$ cat config.mk
export PLATFORM = sky130hd
export DESIGN_NAME = ysyx_23060332_idu_pipe
export DESIGN_NICKNAME = d
export VERILOG_FILES = /design/src/rtl/ysyx_23060332_idu_pipe_pkg.sv /design/src/rtl/ysyx_23060332_imm_gen.sv /design/src/rtl/ysyx_23060332_idu_pipe.sv
export SDC_FILE = /design/constraint.sdc
export NUM_CORES = 1
export LEC_CHECK = 0
export CORE_UTILIZATION = 35
export DETAILED_ROUTE_END_ITERATION = 7
export PLACE_DENSITY = 0.6
export SYNTH_ARGS = -nofsm -noshare
export SYNTH_HDL_FRONTEND = slang
export SYNTH_SLANG_ARGS = --single-unit
$ cat constraint.sdc
create_clock -name clk -period 5.7 [get_ports clk]
set_input_delay 0.57 -clock clk [delete_from_list [all_inputs] [get_ports clk]]
set_output_delay 0.57 -clock clk [all_outputs]
set_load 0.05 [all_outputs]
$ cat src/rtl/ysyx_23060332_idu_pipe_pkg.sv
// rtl/ysyx_23060332_idu_pipe_pkg.sv - opcode/funct constants and operand-select enums for the IDU
package ysyx_23060332_idu_pipe_pkg;

  // Major opcodes (inst[6:0])
  localparam logic [6:0] OPC_LUI       = 7'b0110111;
  localparam logic [6:0] OPC_AUIPC     = 7'b0010111;
  localparam logic [6:0] OPC_JAL       = 7'b1101111;
  localparam logic [6:0] OPC_JALR      = 7'b1100111;
  localparam logic [6:0] OPC_BRANCH    = 7'b1100011;
  localparam logic [6:0] OPC_LOAD      = 7'b0000011;
  localparam logic [6:0] OPC_STORE     = 7'b0100011;
  localparam logic [6:0] OPC_OP_IMM    = 7'b0010011;
  localparam logic [6:0] OPC_OP        = 7'b0110011;
  localparam logic [6:0] OPC_OP_IMM_32 = 7'b0011011;
  localparam logic [6:0] OPC_OP_32     = 7'b0111011;
  localparam logic [6:0] OPC_SYSTEM    = 7'b1110011;
  localparam logic [6:0] INST_FENCE    = 7'b0001111;

  // funct3 values that gate legality
  localparam logic [2:0] F3_ADD     = 3'b000;
  localparam logic [2:0] F3_SLL     = 3'b001;
  localparam logic [2:0] F3_SR      = 3'b101;
  localparam logic [2:0] F3_BR_RSV0 = 3'b010;
  localparam logic [2:0] F3_BR_RSV1 = 3'b011;
  localparam logic [2:0] F3_LB      = 3'b000;
  localparam logic [2:0] F3_LH      = 3'b001;
  localparam logic [2:0] F3_LW      = 3'b010;
  localparam logic [2:0] F3_LD      = 3'b011;
  localparam logic [2:0] F3_LBU     = 3'b100;
  localparam logic [2:0] F3_LHU     = 3'b101;
  localparam logic [2:0] F3_LWU     = 3'b110;
  localparam logic [2:0] F3_SB      = 3'b000;
  localparam logic [2:0] F3_SH      = 3'b001;
  localparam logic [2:0] F3_SW      = 3'b010;
  localparam logic [2:0] F3_SD      = 3'b011;

  // funct7 values
  localparam logic [6:0] F7_BASE = 7'h00;
  localparam logic [6:0] F7_ALT  = 7'h20;

  // Fully fixed system encodings
  localparam logic [31:0] INST_ECALL  = 32'h0000_0073;
  localparam logic [31:0] INST_EBREAK = 32'h0010_0073;

  // Widest datapath zero; slice to XLEN at use
  localparam logic [63:0] ZERO_WORD = 64'h0;

  typedef enum logic [1:0] {OP1_ZERO, OP1_RS1, OP1_PC, OP1_IMMU} op1_sel_e;
  typedef enum logic [2:0] {OP2_ZERO, OP2_RS2, OP2_IMMI, OP2_IMMS, OP2_IMMU, OP2_FOUR} op2_sel_e;
  typedef enum logic [1:0] {JMP_NONE, JMP_PC_B, JMP_PC_J, JMP_RS1_I} jmp_sel_e;

  // Bundle: op1, op2, op1_jump, op2_jump, rdata1, rdata2, reg_wen, waddr, inst, trap, illegal
  function automatic int idu_bundle_width(input int xlen);
    return 6 * xlen + 1 + 5 + 32 + 1 + 1;
  endfunction

endpackage

$ cat src/rtl/ysyx_23060332_imm_gen.sv
// rtl/ysyx_23060332_imm_gen.sv - RV immediate extraction, every form sign-extended to XLEN
module ysyx_23060332_imm_gen #(
  parameter int XLEN = 32
) (
  input  logic [31:0]     inst_i,
  output logic [XLEN-1:0] imm_i,
  output logic [XLEN-1:0] imm_s,
  output logic [XLEN-1:0] imm_b,
  output logic [XLEN-1:0] imm_u,
  output logic [XLEN-1:0] imm_j
);

  // opcode bits carry no immediate information
  logic unused_opcode;
  assign unused_opcode = ^inst_i[6:0];

  // All five formats share inst[31] as the sign bit
  always_comb begin
    imm_i = {{(XLEN-12){inst_i[31]}}, inst_i[31:20]};
    imm_s = {{(XLEN-12){inst_i[31]}}, inst_i[31:25], inst_i[11:7]};
    imm_b = {{(XLEN-12){inst_i[31]}}, inst_i[7], inst_i[30:25], inst_i[11:8], 1'b0};
    imm_u = {{(XLEN-31){inst_i[31]}}, inst_i[30:12], 12'b0};
    imm_j = {{(XLEN-20){inst_i[31]}}, inst_i[19:12], inst_i[20], inst_i[30:21], 1'b0};
  end

endmodule

$ cat src/rtl/ysyx_23060332_idu_pipe.sv
// rtl/ysyx_23060332_idu_pipe.sv - pipelined RV32I/RV64I decode stage with 2-entry skid buffer
module ysyx_23060332_idu_pipe
  import ysyx_23060332_idu_pipe_pkg::*;
#(
  parameter int XLEN    = 32,
  parameter bit SKID_EN = 1'b1
) (
  input  logic            clk,
  input  logic            rst,
  input  logic            flush,
  input  logic            in_valid,
  output logic            in_ready,
  input  logic [31:0]     inst_i,
  input  logic [XLEN-1:0] inst_addr,
  output logic [4:0]      raddr1,
  output logic [4:0]      raddr2,
  input  logic [XLEN-1:0] reg_rdata1,
  input  logic [XLEN-1:0] reg_rdata2,
  output logic            out_valid,
  input  logic            out_ready,
  output logic [XLEN-1:0] op1,
  output logic [XLEN-1:0] op2,
  output logic [XLEN-1:0] op1_jump,
  output logic [XLEN-1:0] op2_jump,
  output logic [XLEN-1:0] reg_rdata1_o,
  output logic [XLEN-1:0] reg_rdata2_o,
  output logic            reg_wen,
  output logic [4:0]      waddr,
  output logic [31:0]     inst_o,
  output logic            trap,
  output logic            illegal
);

  localparam int BUNDLE_W = idu_bundle_width(XLEN);
  localparam bit IS_RV64  = (XLEN == 64);

  typedef struct packed {
    logic [XLEN-1:0] op1;
    logic [XLEN-1:0] op2;
    logic [XLEN-1:0] op1_jump;
    logic [XLEN-1:0] op2_jump;
    logic [XLEN-1:0] rdata1;
    logic [XLEN-1:0] rdata2;
    logic            reg_wen;
    logic [4:0]      waddr;
    logic [31:0]     inst;
    logic            trap;
    logic            illegal;
  } bundle_t;

  logic [6:0] opcode, funct7, shf7;
  logic [2:0] funct3;
  logic [4:0] rs1, rs2, rd;
  assign opcode = inst_i[6:0];
  assign funct3 = inst_i[14:12];
  assign funct7 = inst_i[31:25];
  assign rs1    = inst_i[19:15];
  assign rs2    = inst_i[24:20];
  assign rd     = inst_i[11:7];
  // RV64 shift amounts are 6 bits wide, so inst[25] belongs to shamt there
  assign shf7   = IS_RV64 ? {inst_i[31:26], 1'b0} : inst_i[31:25];

  logic [XLEN-1:0] imm_i, imm_s, imm_b, imm_u, imm_j;

  ysyx_23060332_imm_gen #(.XLEN(XLEN)) u_imm_gen (
    .inst_i (inst_i),
    .imm_i  (imm_i),
    .imm_s  (imm_s),
    .imm_b  (imm_b),
    .imm_u  (imm_u),
    .imm_j  (imm_j)
  );

  logic     legal, wr, use_rs1, use_rs2, is_trap;
  op1_sel_e op1_sel;
  op2_sel_e op2_sel;
  jmp_sel_e jmp_sel;

  // Classify the instruction from its encoding alone (independent of regfile data)
  always_comb begin
    legal   = 1'b0;
    wr      = 1'b0;
    use_rs1 = 1'b0;
    use_rs2 = 1'b0;
    is_trap = 1'b0;
    op1_sel = OP1_ZERO;
    op2_sel = OP2_ZERO;
    jmp_sel = JMP_NONE;
    case (opcode)
      OPC_OP_IMM: begin
        if (funct3 == F3_SLL)     legal = (shf7 == F7_BASE);
        else if (funct3 == F3_SR) legal = (shf7 == F7_BASE) || (shf7 == F7_ALT);
        else                      legal = 1'b1;
        wr = 1'b1; use_rs1 = 1'b1; op1_sel = OP1_RS1; op2_sel = OP2_IMMI;
      end
      OPC_OP: begin
        legal = (funct7 == F7_BASE) ||
                ((funct7 == F7_ALT) && ((funct3 == F3_ADD) || (funct3 == F3_SR)));
        wr = 1'b1; use_rs1 = 1'b1; use_rs2 = 1'b1; op1_sel = OP1_RS1; op2_sel = OP2_RS2;
      end
      OPC_LOAD: begin
        case (funct3)
          F3_LB, F3_LH, F3_LW, F3_LBU, F3_LHU: legal = 1'b1;
          F3_LD, F3_LWU:                       legal = IS_RV64;
          default:                             legal = 1'b0;
        endcase
        wr = 1'b1; use_rs1 = 1'b1; op1_sel = OP1_RS1; op2_sel = OP2_IMMI;
      end
      OPC_STORE: begin
        case (funct3)
          F3_SB, F3_SH, F3_SW: legal = 1'b1;
          F3_SD:               legal = IS_RV64;
          default:             legal = 1'b0;
        endcase
        use_rs1 = 1'b1; use_rs2 = 1'b1; op1_sel = OP1_RS1; op2_sel = OP2_IMMS;
      end
      OPC_BRANCH: begin
        legal = (funct3 != F3_BR_RSV0) && (funct3 != F3_BR_RSV1);
        use_rs1 = 1'b1; use_rs2 = 1'b1; op1_sel = OP1_RS1; op2_sel = OP2_RS2; jmp_sel = JMP_PC_B;
      end
      OPC_LUI: begin
        legal = 1'b1; wr = 1'b1; op1_sel = OP1_IMMU; op2_sel = OP2_ZERO;
      end
      OPC_AUIPC: begin
        legal = 1'b1; wr = 1'b1; op1_sel = OP1_PC; op2_sel = OP2_IMMU;
      end
      OPC_JAL: begin
        legal = 1'b1; wr = 1'b1; op1_sel = OP1_PC; op2_sel = OP2_FOUR; jmp_sel = JMP_PC_J;
      end
      OPC_JALR: begin
        legal = (funct3 == F3_ADD);
        wr = 1'b1; use_rs1 = 1'b1; op1_sel = OP1_PC; op2_sel = OP2_FOUR; jmp_sel = JMP_RS1_I;
      end
      INST_FENCE: legal = (funct3 == F3_ADD);
      OPC_SYSTEM: begin
        if (inst_i == INST_ECALL) begin
          legal = 1'b1;
        end else if (inst_i == INST_EBREAK) begin
          legal   = 1'b1;
          is_trap = 1'b1;
        end
      end
      OPC_OP_IMM_32: begin
        legal = IS_RV64 && ((funct3 == F3_ADD) ||
                            ((funct3 == F3_SLL) && (funct7 == F7_BASE)) ||
                            ((funct3 == F3_SR) && ((funct7 == F7_BASE) || (funct7 == F7_ALT))));
        wr = 1'b1; use_rs1 = 1'b1; op1_sel = OP1_RS1; op2_sel = OP2_IMMI;
      end
      OPC_OP_32: begin
        legal = IS_RV64 && ((((funct3 == F3_ADD) || (funct3 == F3_SR)) &&
                             ((funct7 == F7_BASE) || (funct7 == F7_ALT))) ||
                            ((funct3 == F3_SLL) && (funct7 == F7_BASE)));
        wr = 1'b1; use_rs1 = 1'b1; use_rs2 = 1'b1; op1_sel = OP1_RS1; op2_sel = OP2_RS2;
      end
      default: legal = 1'b0;
    endcase
    if (inst_i[1:0] != 2'b11) legal = 1'b0;
  end

  assign raddr1 = (legal && use_rs1) ? rs1 : 5'd0;
  assign raddr2 = (legal && use_rs2) ? rs2 : 5'd0;

  bundle_t dec;

  // Build the bundle; an illegal encoding carries only inst and the illegal flag
  always_comb begin
    dec      = '0;
    dec.inst = inst_i;
    if (!legal) begin
      dec.illegal = 1'b1;
    end else begin
      case (op1_sel)
        OP1_RS1:  dec.op1 = reg_rdata1;
        OP1_PC:   dec.op1 = inst_addr;
        OP1_IMMU: dec.op1 = imm_u;
        default:  dec.op1 = ZERO_WORD[XLEN-1:0];
      endcase
      case (op2_sel)
        OP2_RS2:  dec.op2 = reg_rdata2;
        OP2_IMMI: dec.op2 = imm_i;
        OP2_IMMS: dec.op2 = imm_s;
        OP2_IMMU: dec.op2 = imm_u;
        OP2_FOUR: dec.op2 = XLEN'(4);
        default:  dec.op2 = ZERO_WORD[XLEN-1:0];
      endcase
      case (jmp_sel)
        JMP_PC_B:  begin dec.op1_jump = inst_addr;  dec.op2_jump = imm_b; end
        JMP_PC_J:  begin dec.op1_jump = inst_addr;  dec.op2_jump = imm_j; end
        JMP_RS1_I: begin dec.op1_jump = reg_rdata1; dec.op2_jump = imm_i; end
        default:   begin dec.op1_jump = ZERO_WORD[XLEN-1:0]; dec.op2_jump = ZERO_WORD[XLEN-1:0]; end
      endcase
      dec.rdata1  = use_rs1 ? reg_rdata1 : ZERO_WORD[XLEN-1:0];
      dec.rdata2  = use_rs2 ? reg_rdata2 : ZERO_WORD[XLEN-1:0];
      dec.reg_wen = wr && (rd != 5'd0);
      dec.waddr   = wr ? rd : 5'd0;
      dec.trap    = is_trap;
    end
  end

  logic [BUNDLE_W-1:0] main_q, main_d, skid_q, skid_d;
  logic                main_valid_q, main_valid_d, skid_valid_q, skid_valid_d;
  logic                accept;

  // Without the skid entry the stage only accepts when the main entry drains this cycle
  assign in_ready = !rst && (SKID_EN ? !skid_valid_q : (!main_valid_q || out_ready));
  assign accept   = in_valid && in_ready;

  // Buffer next state: flush wins, then fill/pop; skid only catches input while main is held
  always_comb begin
    main_d       = main_q;
    main_valid_d = main_valid_q;
    skid_d       = skid_q;
    skid_valid_d = skid_valid_q;
    if (flush) begin
      main_d       = '0;
      main_valid_d = 1'b0;
      skid_d       = '0;
      skid_valid_d = 1'b0;
    end else if (!main_valid_q) begin
      if (accept) begin
        main_d       = dec;
        main_valid_d = 1'b1;
      end
    end else if (out_ready) begin
      if (skid_valid_q) begin
        main_d       = skid_q;
        skid_d       = '0;
        skid_valid_d = 1'b0;
      end else if (accept) begin
        main_d = dec;
      end else begin
        main_valid_d = 1'b0;
      end
    end else if (accept) begin
      skid_d       = dec;
      skid_valid_d = 1'b1;
    end
  end

  // Buffer registers
  always_ff @(posedge clk) begin
    if (rst) begin
      main_q       <= '0;
      main_valid_q <= 1'b0;
      skid_q       <= '0;
      skid_valid_q <= 1'b0;
    end else begin
      main_q       <= main_d;
      main_valid_q <= main_valid_d;
      skid_q       <= skid_d;
      skid_valid_q <= skid_valid_d;
    end
  end

  bundle_t out_b;
  assign out_b        = bundle_t'(main_q);
  assign out_valid    = main_valid_q;
  assign op1          = out_b.op1;
  assign op2          = out_b.op2;
  assign op1_jump     = out_b.op1_jump;
  assign op2_jump     = out_b.op2_jump;
  assign reg_rdata1_o = out_b.rdata1;
  assign reg_rdata2_o = out_b.rdata2;
  assign reg_wen      = out_b.reg_wen;
  assign waddr        = out_b.waddr;
  assign inst_o       = out_b.inst;
  assign trap         = out_b.trap;
  assign illegal      = out_b.illegal;

endmodule

# [Word level (Yosys, flattened, before mapping)]
# Index checks and enable logic that the tools add are counted.
[op_classes] eq_ne=36 muxes=40 reduce_logical=31
[ops] op="232-bit 2-to-1 mux" count=7
[ops] op="198-bit 2-to-1 mux" count=1
[ops] op="64-bit one-hot mux with 3 select lines" count=1
[ops] op="32-bit one-hot mux with 5 select lines" count=1
[ops] op="32-bit one-hot mux with 3 select lines" count=1
[ops] op="32-bit 2-to-1 mux" count=2
[ops] op="7-bit by 6-bit == test with 1-bit output, second input constant" count=5
[ops] op="32-bit by 21-bit == test with 1-bit output, second input constant" count=1
[ops] op="32-bit by 7-bit == test with 1-bit output, second input constant" count=1
[ops] op="7-bit == test, second input constant" count=4
[ops] op="7-bit by 5-bit == test with 1-bit output, second input constant" count=3
[ops] op="1-bit 2-to-1 mux" count=20
[ops] op="5-bit 2-to-1 mux" count=3
[ops] op="3-bit one-hot mux with 5 select lines" count=1
[ops] op="3-bit OR reduction" count=5
[ops] op="3-bit == test, second input constant" count=4
[ops] op="2-bit one-hot mux with 3 select lines" count=2
[ops] op="3-bit by 2-bit == test with 1-bit output, second input constant" count=3
[ops] op="9-bit OR reduction" count=1
[ops] op="2-bit == test, second input constant" count=4
[ops] op="1-bit one-hot mux with 8 select lines" count=1
[ops] op="8-bit OR reduction" count=1
[ops] op="7-bit by 2-bit == test with 1-bit output, second input constant" count=1
[ops] op="7-bit by 4-bit == test with 1-bit output, second input constant" count=1
[ops] op="other kinds (18)" count=33
[word_totals] elab_cells=111 out_inout_bits=244 regBits=466

# [Depth between registers and ports, before layout]
[logic_depth] ltp_word=11 mapped_depth=11

# [Hierarchy]
# Synthesis repeated with hierarchy kept, for this count alone.
[hier_totals] cells_unflattened=2550 area_unflattened_um2=22482.8
[by_module_without_submodules] mod="ysyx_23060332_idu_pipe" seq_area_each_um2=9328.9 n_inst=1 area_per_inst_um2=21277.9 cells_each=2389
[by_module_without_submodules] mod="ysyx_23060332_imm_gen" seq_area_each_um2=0.0 n_inst=1 area_per_inst_um2=1204.9 cells_each=161

# [Worst setup path after synthesis]
# OpenSTA, ideal clock, no wires.
[synth_timing] path_type="input to output" startpoint="input port inst_i[22]" endpoint="output port raddr2[0]" arrival_ns=2.661 path_buffers=3 slack_ns=2.469 cell_stages=9 cell_sequence="buf_2 > nor4_1 > nand3_1 > or4_4 > a21o_4 > nand2_2 > buf_4 > buf_2 > and3_1"
[synth_between] elab_chain_cells=7
[synth_rtl] element="start: declaration" line_no="ysyx_23060332_idu_pipe.sv:13" source="input logic [31:0] inst_i,"
[synth_rtl] element="32-bit by 21-bit == test with 1-bit output" line_no="ysyx_23060332_idu_pipe.sv:138" source="end else if (inst_i == INST_EBREAK) begin"
[synth_rtl] element="1-bit 2-to-1 mux" line_no="ysyx_23060332_idu_pipe.sv:138"
[synth_rtl] element="1-bit 2-to-1 mux (*)" line_no="ysyx_23060332_idu_pipe.sv:136" source="if (inst_i == INST_ECALL) begin"
[synth_rtl] element="1-bit one-hot mux with 8 select lines (*)" line_no="ysyx_23060332_idu_pipe.sv:89" source="case (opcode)"
[synth_rtl] element="1-bit 2-to-1 mux (*)" line_no="ysyx_23060332_idu_pipe.sv:157" source="if (inst_i[1:0] != 2'b11) legal = 1'b0;"
[synth_rtl] element="1-bit logical AND (*)" line_no="ysyx_23060332_idu_pipe.sv:161" source="assign raddr2 = (legal && use_rs2) ? rs2 : 5'd0;"
[synth_rtl] element="5-bit 2-to-1 mux (*)" line_no="ysyx_23060332_idu_pipe.sv:161"
[synth_rtl] element="end: declaration" line_no="ysyx_23060332_idu_pipe.sv:16" source="output logic [4:0] raddr2,"
# Every way passes the cells marked *; elsewhere a longest branch is shown, timed or not.

# [Final worst setup path]
[layout_timing] startpoint="input port inst_i[6]" endpoint="output port raddr1[2]"
[layout_between] elab_chain_cells=7
[layout_rtl] element="32-bit by 21-bit == test with 1-bit output" line_no="ysyx_23060332_idu_pipe.sv:138"
[layout_rtl] element="1-bit 2-to-1 mux" line_no="ysyx_23060332_idu_pipe.sv:138"
[layout_rtl] element="1-bit 2-to-1 mux" line_no="ysyx_23060332_idu_pipe.sv:136"
[layout_rtl] element="1-bit one-hot mux with 8 select lines" line_no="ysyx_23060332_idu_pipe.sv:89"
[layout_rtl] element="1-bit 2-to-1 mux" line_no="ysyx_23060332_idu_pipe.sv:157"
[layout_rtl] element="1-bit logical AND (*)" line_no="ysyx_23060332_idu_pipe.sv:160" source="assign raddr1 = (legal && use_rs1) ? rs1 : 5'd0;"
[layout_rtl] element="5-bit 2-to-1 mux (*)" line_no="ysyx_23060332_idu_pipe.sv:160"
[layout_rtl] element="end: declaration" line_no="ysyx_23060332_idu_pipe.sv:15" source="output logic [4:0] raddr1,"
# Marks and branches as above.

==> impl_metrics.ini <==
[final_layout]
drive_gt1_share_pct = 7.19
fin_nets = 2517
final_cell_mix = dfxtp_1 (455), clkdlybuf4s50_1 (366), a22oi_1 (265), nor2_1 (241), a21oi_1 (235)
fillers = 5102
layout.cells.most_common = dfxtp_1
final_core_util_pct = 46.3
fin_area_um2 = 24900
area_delta_synth_final_pct = 30.8

[grt]
track_usage_pct = 28.4
grt_pass1_wl_um = 121000
grt-ovfl-total = 0
antenna_found_initial = 4
grt_max_degree = 139
first_global_vias = 18200

[sta]
whs_ns = 0.452
setup_tns_ns = 0
max-slew-margin-rel_pct = 16.2
max_freq_mhz = 220
finalCritPeriodShare_pct = 79.8
tightest_slew_ns = 1.26
fin_skew_ns = 0.0157
setup_viol = 0
finalHoldViolCount = 0
min_period_ns = 4.55
slew_violations = 0
rsz0062_at_grt = false

[floorplanning]
die_y_um = 235
die-area_um2 = 55200
die_w_um = 235
io_pins = 377
start_util_pct = 35.4
core_um2 = 53700
num_rows = 85

[drt]
antenna_left = 0
drt_iter0_markers = 2434
wl_per_cell_um = 26.2
via_count = 19400
totalWireLength_um = 81600
drc_errors = 10
firstDrtPassIters = 8
via_per_inst = 6.22

[clock_tree]
cts_resized = 0
cts_sinks = 455
h-tree-depth = 2
ctsHoldBuffers = 0
root_buffer = clkbuf_16
cts.path.max_buffers = 3
cts_tree = done
cts_inserted_buffers = 50
path_clk_slew_ns = 0.06
post_cts_buffers = 0
clock_latency_ns = 0.60

[synthesis]
synthFlopType = dfxtp_1
syn_inst = 2146
synth_nets = 2279
synth.distinct_cells = 57
netlist_area_um2 = 19000
synth_edf_count = 0
ys_seq_area_share_pct = 48.0
syn_avg_cell_area_um2 = 8.85
yosysWarningCount = 0
synth-seq-cells = 455
synthArstFlopShare_pct = 0

[min_path]
hold_class = reg2reg

[placed_design]
port_buffers = 376
dp_hpwl_um = 53000
gp_congestion = 0.875
dpl-instance-area_um2 = 23200

[power]
leakagePower_nw = 7.89
p_per_area_nw_per_um2 = 287
finalPower_w = 0.00712
max-vdd-ir-drop_mv = 0.195

[status]
violations = design-rule violations
status = complete, but fails checks

[setup_path]
cp_max_fo = 56
start_kind = input pin
crit_type = in2out
arrival_ns = 3.98
worstSetupEndpointType = output port
worstPathRequired_ns = 5.13

[flow_run]
maxCapViolations = 0
kinds of logic after synthesis:
kind of cell | count (synthesis) | synth area share, %
XOR/XNOR | 1 | 0.0461
flip-flops | 455 | 48.0
AO/OA/AOI/OAI | 953 | 35.1
buffers and inverters | 248 | 5.51
AND/OR/NAND/NOR | 489 | 11.4
cells in the mapped netlist, types with 2 or more instances:
cell,n,area share (%)
a21oi_1,237,6.2
and2_1,4,0.13
a22oi_1,265,10
a32o_1,3,0.16
o21a_1,9,0.36
o2111ai_1,76,3.5
a21o_1,26,1.0
buf_1,7,0.14
nor4_1,3,0.099
or3b_1,13,0.60
and3_1,14,0.46
nor2_1,246,4.9
buf_4,8,0.32
a21oi_4,3,0.26
a22o_1,65,3.0
buf_2,39,1.0
nor3_1,39,1.0
nand3_1,31,0.82
buf_6,5,0.30
nor2b_1,3,0.099
or2_2,4,0.13
o221ai_1,41,1.9
o22ai_1,46,1.5
clkbuf_1,186,3.7
o21ai_0,99,2.6
nand2b_1,2,0.066
a32oi_1,18,0.83
nand2_1,116,2.3
inv_1,3,0.059
o21ai_1,2,0.053
a222oi_1,30,1.6
a221oi_1,21,0.97
and3b_1,3,0.14
dfxtp_1,455,48
a211oi_2,2,0.13
report_power, final:
part / switching, W / total [W] / internal (W) / leakage, nW
clock network: 0.00135 / 0.00335 / 0.00200 / 0.827
logic: 0.000388 / 0.000561 / 0.000173 / 3.40
registers: 0.0000117 / 0.00321 / 0.00320 / 3.67
area by class of cell:
type / count / area, um2 / area share [%]
Clock inverter: 13 / 209 / 0.841
Inverter: 3 / 11.3 / 0.0453
Sequential cell: 455 / 9110 / 36.7
Multi-Input combinational cell: 1443 / 8990 / 36.2
Clock buffer: 76 / 1470 / 5.92
Antenna cell: 3 / 7.51 / 0.0302
Timing Repair Buffer: 431 / 4190 / 16.9
Tap cell: 696 / 871 / 3.50
final timing paths:
check | endpoint | slack, ns | depth (start not counted) | startpoint
worst min-delay path | skid_q[203] | 0.45 | 2 | skid_q[203]
worst max register to register | skid_q[156] | 2.15 | 6 | out_valid
worst max-delay path | raddr1[2] | 1.15 | 9 | inst_i[6]
worst min register to register | skid_q[203] | 0.45 | 2 | skid_q[203]
critical path: stages:
cell             delay, ns
clkdlybuf4s50_1       0.89
nand3b_1              0.33
and3_1                0.28
a221oi_1              0.46
nor3_4                0.07
buf_4                 0.27
nand2_4               0.57
and3_1                0.29
buf_4                 0.20
through the flow:
stage | worst slack [ns] | std cells
2_1_floorplan | 2.47 | 2146
6_report | 1.15 | 3120
5_1_grt | 1.02 | 3119
4_1_cts | 1.17 | 3117
3_5_place_dp | 1.08 | 3028
3_3_place_gp | 1.22 | 3028
sequential cells by signal, summed over array words and instances, names as in the netlist:
register      count
out_valid         1
skid_q          221
main_q          232
skid_valid_q      1
metal layers:
layer | up-vias | share of wire (%) | GRT usage [%] | wire length, um
met2 | 1075 | 45 | 44.3 | 36900
met3 | 150 | 9.6 | 6.34 | 7840
met1 | 9531 | 42 | 38.6 | 34200
met5 | - | 0 | 0 | 0
met4 | 0 | 3.3 | 9.93 | 2730
li1 | 8655 | - | - | -
(Power assumes the default switching activity.)
